## config.mk

```make
export PLATFORM = sky130hd
export DESIGN_NAME = uart_tx_flat
export DESIGN_NICKNAME = d
export VERILOG_FILES = /design/src/rtl/uart_pkg.sv /design/src/rtl/uart_tx_if.sv /design/src/rtl/uart_tx_serializer.sv /design/src/rtl/uart_tx.sv /design/src/flat_wrapper.sv
export SDC_FILE = /design/constraint.sdc
export NUM_CORES = 1
export LEC_CHECK = 0
export BUFFER_PORTS_ARGS = -buffer_cell sky130_fd_sc_hd__buf_4
export CAP_MARGIN = 40
export CORE_MARGIN = 5
export CORE_UTILIZATION = 40
export CTS_CLUSTER_SIZE = 28
export DETAILED_ROUTE_END_ITERATION = 16
export SYNTH_ARGS = -nofsm -noshare
export SYNTH_HDL_FRONTEND = slang
export SYNTH_SLANG_ARGS = --single-unit
export TNS_END_PERCENT = 10
```

## constraint.sdc

```tcl
create_clock -name clk -period 6.4 [get_ports clk]
set_input_delay 0 -clock clk [delete_from_list [all_inputs] [get_ports clk]]
set_output_delay 0 -clock clk [all_outputs]
set_load 0.02 [all_outputs]
```

## src/rtl/uart_pkg.sv

```systemverilog
// Shared UART definitions: state encoding, widths and line-level constants.
// The receiver imports this same package so both ends agree on framing.
package uart_pkg;

  localparam int DATA_WIDTH     = 8;
  localparam int PRESCALE_WIDTH = 6;

  localparam logic START_BIT = 1'b0;
  localparam logic STOP_BIT  = 1'b1;

  typedef enum logic [2:0] {
    IDLE   = 3'd0,
    START  = 3'd1,
    DATA   = 3'd2,
    PARITY = 3'd3,
    STOP   = 3'd4
  } uart_state_e;

  // Last edge-counter value of a bit; a prescale of 0 behaves like 1.
  function automatic logic [PRESCALE_WIDTH-1:0] bit_last(
    input logic [PRESCALE_WIDTH-1:0] p
  );
    return (p == '0) ? '0 : p - PRESCALE_WIDTH'(1);
  endfunction

endpackage

```

## src/rtl/uart_tx_if.sv

```systemverilog
// Parallel-side request bundle and serial-side status of the UART transmitter.
interface uart_tx_if;
  import uart_pkg::*;

  logic [DATA_WIDTH-1:0]     P_DATA;
  logic                      DATA_VALID;
  logic                      PAR_EN;
  logic                      PAR_TYP;
  logic [PRESCALE_WIDTH-1:0] prescale;
  logic                      TX_OUT;
  logic                      busy;

  modport master (
    output P_DATA, DATA_VALID, PAR_EN, PAR_TYP, prescale,
    input  TX_OUT, busy
  );

  modport slave (
    input  P_DATA, DATA_VALID, PAR_EN, PAR_TYP, prescale,
    output TX_OUT, busy
  );
endinterface

```

## src/rtl/uart_tx_serializer.sv

```systemverilog
// Data shift register and parity bit for one frame. Parity is computed once
// at load time so it stays valid after the data has been shifted out.
module tx_serializer
  import uart_pkg::*;
(
  input  logic                  clk,
  input  logic                  rst,
  input  logic                  load,
  input  logic                  shift,
  input  logic [DATA_WIDTH-1:0] din,
  input  logic                  par_typ,
  output logic                  bit_cur,
  output logic                  bit_nxt,
  output logic                  par_bit
);

  logic [DATA_WIDTH-1:0] sh_reg;
  logic                  par_reg;

  // Latch byte and parity on accept, shift right (LSB first) per data bit.
  always_ff @(posedge clk) begin
    if (rst) begin
      sh_reg  <= '0;
      par_reg <= 1'b0;
    end else if (load) begin
      sh_reg  <= din;
      par_reg <= (^din) ^ par_typ;
    end else if (shift) begin
      sh_reg  <= {1'b0, sh_reg[DATA_WIDTH-1:1]};
    end
  end

  assign bit_cur = sh_reg[0];
  assign bit_nxt = sh_reg[1];
  assign par_bit = par_reg;

endmodule

```

## src/rtl/uart_tx.sv

```systemverilog
// UART transmitter: frame FSM, edge/bit counters and registered line outputs.
// TX_OUT and busy are registered from the next state so the start bit
// appears the cycle right after accept.
module uart_tx
  import uart_pkg::*;
(
  input  logic     clk,
  input  logic     rst,
  uart_tx_if.slave tx_if
);

  uart_state_e               state, next_state;
  logic [PRESCALE_WIDTH-1:0] edge_cnt;
  logic [2:0]                bit_cnt;
  logic [PRESCALE_WIDTH-1:0] p_reg;
  logic                      par_en_reg;
  logic                      tx_out_reg, busy_reg;
  logic                      tx_d, busy_d;
  logic                      accept, bit_done, last_bit, shift;
  logic                      bit_cur, bit_nxt, par_bit;

  assign accept   = (state == IDLE) && tx_if.DATA_VALID;
  assign bit_done = (edge_cnt == bit_last(p_reg));
  assign last_bit = (bit_cnt == 3'(DATA_WIDTH - 1));
  assign shift    = (state == DATA) && bit_done;

  tx_serializer u_ser (
    .clk     (clk),
    .rst     (rst),
    .load    (accept),
    .shift   (shift),
    .din     (tx_if.P_DATA),
    .par_typ (tx_if.PAR_TYP),
    .bit_cur (bit_cur),
    .bit_nxt (bit_nxt),
    .par_bit (par_bit)
  );

  // State register; reset wins over a same-cycle accept.
  always_ff @(posedge clk) begin
    if (rst) state <= IDLE;
    else     state <= next_state;
  end

  // Next-state logic: every non-idle bit lasts until the edge counter wraps.
  always_comb begin
    next_state = state;
    case (state)
      IDLE:    if (accept)   next_state = START;
      START:   if (bit_done) next_state = DATA;
      DATA:    if (bit_done && last_bit) next_state = par_en_reg ? PARITY : STOP;
      PARITY:  if (bit_done) next_state = STOP;
      STOP:    if (bit_done) next_state = IDLE;
      default: next_state = IDLE;
    endcase
  end

  // Output logic: line level for the coming cycle, looked up from next state.
  always_comb begin
    tx_d   = STOP_BIT;
    busy_d = (next_state != IDLE);
    case (next_state)
      START:   tx_d = START_BIT;
      DATA:    tx_d = shift ? bit_nxt : bit_cur;
      PARITY:  tx_d = par_bit;
      default: tx_d = STOP_BIT;
    endcase
  end

  // Registered line outputs; idle high, not busy, out of reset.
  always_ff @(posedge clk) begin
    if (rst) begin
      tx_out_reg <= STOP_BIT;
      busy_reg   <= 1'b0;
    end else begin
      tx_out_reg <= tx_d;
      busy_reg   <= busy_d;
    end
  end

  // Frame configuration, captured only on accept.
  always_ff @(posedge clk) begin
    if (rst) begin
      p_reg      <= '0;
      par_en_reg <= 1'b0;
    end else if (accept) begin
      p_reg      <= tx_if.prescale;
      par_en_reg <= tx_if.PAR_EN;
    end
  end

  // Edge counter: 0..P-1 inside each bit, held at 0 while idle.
  always_ff @(posedge clk) begin
    if (rst || state == IDLE || bit_done) edge_cnt <= '0;
    else                                  edge_cnt <= edge_cnt + PRESCALE_WIDTH'(1);
  end

  // Bit counter: indexes data bits 0..7, wraps naturally after bit 7.
  always_ff @(posedge clk) begin
    if (rst || state != DATA) bit_cnt <= '0;
    else if (bit_done)        bit_cnt <= bit_cnt + 3'd1;
  end

  assign tx_if.TX_OUT = tx_out_reg;
  assign tx_if.busy   = busy_reg;

endmodule

```

## src/flat_wrapper.sv

```systemverilog
// flat-port wrapper written by rule: the top's interface ports become plain ports
module uart_tx_flat import uart_pkg::*;
  (clk, rst, tx_if_P_DATA, tx_if_DATA_VALID, tx_if_PAR_EN, tx_if_PAR_TYP, tx_if_prescale, tx_if_TX_OUT, tx_if_busy);
  uart_tx_if tx_if_i ();
  input  logic clk;
  input  logic rst;
  input wire logic [$bits(tx_if_i.P_DATA)-1:0] tx_if_P_DATA;
  input wire logic [$bits(tx_if_i.DATA_VALID)-1:0] tx_if_DATA_VALID;
  input wire logic [$bits(tx_if_i.PAR_EN)-1:0] tx_if_PAR_EN;
  input wire logic [$bits(tx_if_i.PAR_TYP)-1:0] tx_if_PAR_TYP;
  input wire logic [$bits(tx_if_i.prescale)-1:0] tx_if_prescale;
  output wire logic [$bits(tx_if_i.TX_OUT)-1:0] tx_if_TX_OUT;
  output wire logic [$bits(tx_if_i.busy)-1:0] tx_if_busy;
  assign tx_if_i.P_DATA = tx_if_P_DATA;
  assign tx_if_i.DATA_VALID = tx_if_DATA_VALID;
  assign tx_if_i.PAR_EN = tx_if_PAR_EN;
  assign tx_if_i.PAR_TYP = tx_if_PAR_TYP;
  assign tx_if_i.prescale = tx_if_prescale;
  assign tx_if_TX_OUT = tx_if_i.TX_OUT;
  assign tx_if_busy = tx_if_i.busy;
  uart_tx u_core (.clk(clk), .rst(rst), .tx_if(tx_if_i));
endmodule
```

==> reports/results.tsv <==
metric	value	unit
final_common_cell	dfxtp_1	
die_area	5520	um2
peakVddDrop	123	uV
nets	237	
dp.cells	250	
dieHeight	74.3	um
p_leak	0.809	nW
largest_reg_flops	8	
endpoint_kind	flip-flop	
slew_viol_final	0	
clk_latency	0.29	ns
track_usage	15.2	%
worst_setup_path_start_kind	flip-flop	
grt_pass1_wl	6370	um
cts_setup_buffers	0	
drive_gt1_share	14.9	%
post-dp-hpwl	2630	um
layout_common_cells	30 x dfxtp_1, 21 x nand2_1, 20 x buf_4	
ios	21	
maxSlewHeadroom	45.4	%
routed_wl	3700	um
critPathArrivalTime	3.24	ns
cts_tree	built	
drt_pass1_iterations	4	
cts_inserted_buffers	5	
antenna_found_initial	0	
routed-via-count	1432	
stdcell_count	265	
initialDrtViolationCount	59	
period_needed	3.07	ns
synth_edf_count	0	
netlist_area	1650	um2
cts_root_buffer	clkbuf_8	
yosys_warnings	0	
postSynthAreaPerCell	8.62	um2
vias_per_cell	5.40	
synth_fp_nets	215	
initial_core_util	41.4	%
drc_errors	0	
path_class	reg -> reg	
cp_cell_sequence	inv_1, ha_1, or3b_1, or4_1, o211ai_1, and4bb_1, mux2i_1, a21oi_1, or3_1	
grt_overflow	0	
clk_pin_slew_worst_paths	0.07	ns
hold_viol	0	
syn_inst	192	
rsz0062_at_grt	no	
ant_nets	0	
grt_pass1_vias	1452	
wire_per_inst	14.0	um
crit_path_max_incr_delay	0.47	ns
tns	0	ns
synthToLayoutAreaGrowth	18.0	%
skew	0.0105	ns
outcome	finished, final reports clean	
fmax	326	MHz
portBuffers	20	
min_period_over_period	47.9	%
clock_tree.buffer_depth	2	
cp_slowest_cell	and4bb_1	
setup_viol	0	
grt_max_degree	27	
antennaDiodeCount	0	
num_rows	23	
required	6.58	ns
seq_area_frac_synth	36.3	%
cp_max_fo	10	
synth_async_sr_flop_share	0	%
synth_flop_cell	dfxtp_1	
core_region_area	4000	um2
worst_pin_slew	0.817	ns
synth-seq-cells	30	
power_density	256	nW/um2
gp_congestion	0.812	
yosysUniqueCellTypes	46	
cts-htree-levels	2	
maxCapViolations	0	
die_x	74.3	um
clock-sinks	30	
hold_class	in -> reg	
[power by group]
part,switching (W),internal (W),leakage [nW]
clock network,0.0000744,0.0000863,0.0472
registers,0.0000159,0.000203,0.246
logic,0.0000618,0.0000580,0.516
total,0.000152,0.000347,0.809
[final cells by class]
class / instances / area, um2
clock buffers: 6 / 82.6
clock inverters: 2 / 12.5
fillers: 385 / 2050
inverters: 4 / 15.0
multi-input cells: 146 / 958
flip-flops and latches: 30 / 601
well taps: 50 / 62.6
repair buffers: 27 / 220
[worst paths after layout]
kind,startpoint,endpoint,slack (ns),cells past startpoint
min,tx_if_P_DATA[7],u_core.u_ser.sh_reg[7]$_SDFFE_PP0P_,0.009,3
min reg2reg,u_core.u_ser.par_bit$_SDFFE_PP0P_,u_core.u_ser.par_bit$_SDFFE_PP0P_,0.45,2
max reg2reg,u_core.p_reg[0]$_SDFFE_PP0P_,u_core.tx_if.busy$_SDFF_PP0_,3.33,9
max,u_core.p_reg[0]$_SDFFE_PP0P_,u_core.tx_if.busy$_SDFF_PP0_,3.33,9
[metrics by stage]
stage / setup slack [ns] / utilization (%) / cell area [um2] / total power (W) / hold slack [ns]
2_1_floorplan: 3.77 / - / 1650 / 0.000313 / 0.0660
3_3_place_gp: 3.48 / 44.7 / 1790 / 0.000334 / 0.249
3_5_place_dp: 3.35 / 44.7 / 1790 / 0.000339 / 0.269
4_1_cts: 3.34 / 48.8 / 1950 / 0.000503 / 0.00802
5_1_grt: 3.10 / 48.8 / 1950 / 0.000528 / 0.0371
6_report: 3.33 / 48.8 / 1950 / 0.000499 / 0.00946
[cells in the mapped netlist (2+ instances only)]
cell type / n / area [um2]
or3b_1: 2 / 17.5
or3_1: 3 / 18.8
nor2b_1: 7 / 43.8
buf_6: 4 / 45.0
nand3_1: 5 / 25.0
dfxtp_1: 30 / 601
xnor2_1: 9 / 78.8
o211ai_1: 2 / 15.0
o22ai_1: 2 / 12.5
or4_1: 2 / 15.0
inv_1: 4 / 15.0
nor2_1: 17 / 63.8
clkbuf_1: 6 / 22.5
nand2_1: 21 / 78.8
xor2_1: 6 / 52.6
a221oi_1: 2 / 17.5
nor3b_1: 2 / 15.0
mux2i_1: 10 / 100
nand2b_1: 3 / 18.8
ha_1: 4 / 50.1
and2_1: 4 / 25.0
nor3_1: 6 / 30.0
a21oi_1: 12 / 60.1
a211oi_1: 7 / 52.6
[logic make-up after synthesis]
kind of cell | synth area share, %
AOI/OAI and AO/OA | 13.8
xor gates and xnor gates | 7.94
adders and majority gates | 3.03
buffers and inverters | 5.75
DFF | 36.3
muxes | 6.73
and+or+nand+nor | 26.4
[worst max-delay path, delay by kind of cell, from the launching register on]
kind	cells	cell delay [ns]
flops	1	0.35
buf+inv	1	0.08
mux	1	0.35
fa+ha+maj	1	0.28
compound gates	2	0.22
simple gates	4	1.68
[routing by layer]
| layer | share of wire, % | GRT usage [%] | vias up |
|---|---|---|---|
| li1 | - | - | 719 |
| met1 | 45 | 18.5 | 662 |
| met2 | 48 | 24.5 | 42 |
| met3 | 4.9 | 4.86 | 9 |
| met4 | 1.9 | 7.11 | 0 |
| met5 | 0 | 0 | - |
[repair_timing]
action | 4_1_cts | 5_1_grt
endpoints found under the setup margin | 0 | 0
gates resized for setup | 0 | 0
hold buffers | 7 | 0
hold endpoints to repair | 7 | 0
No activity file was read; power rests on OpenSTA's default activity.
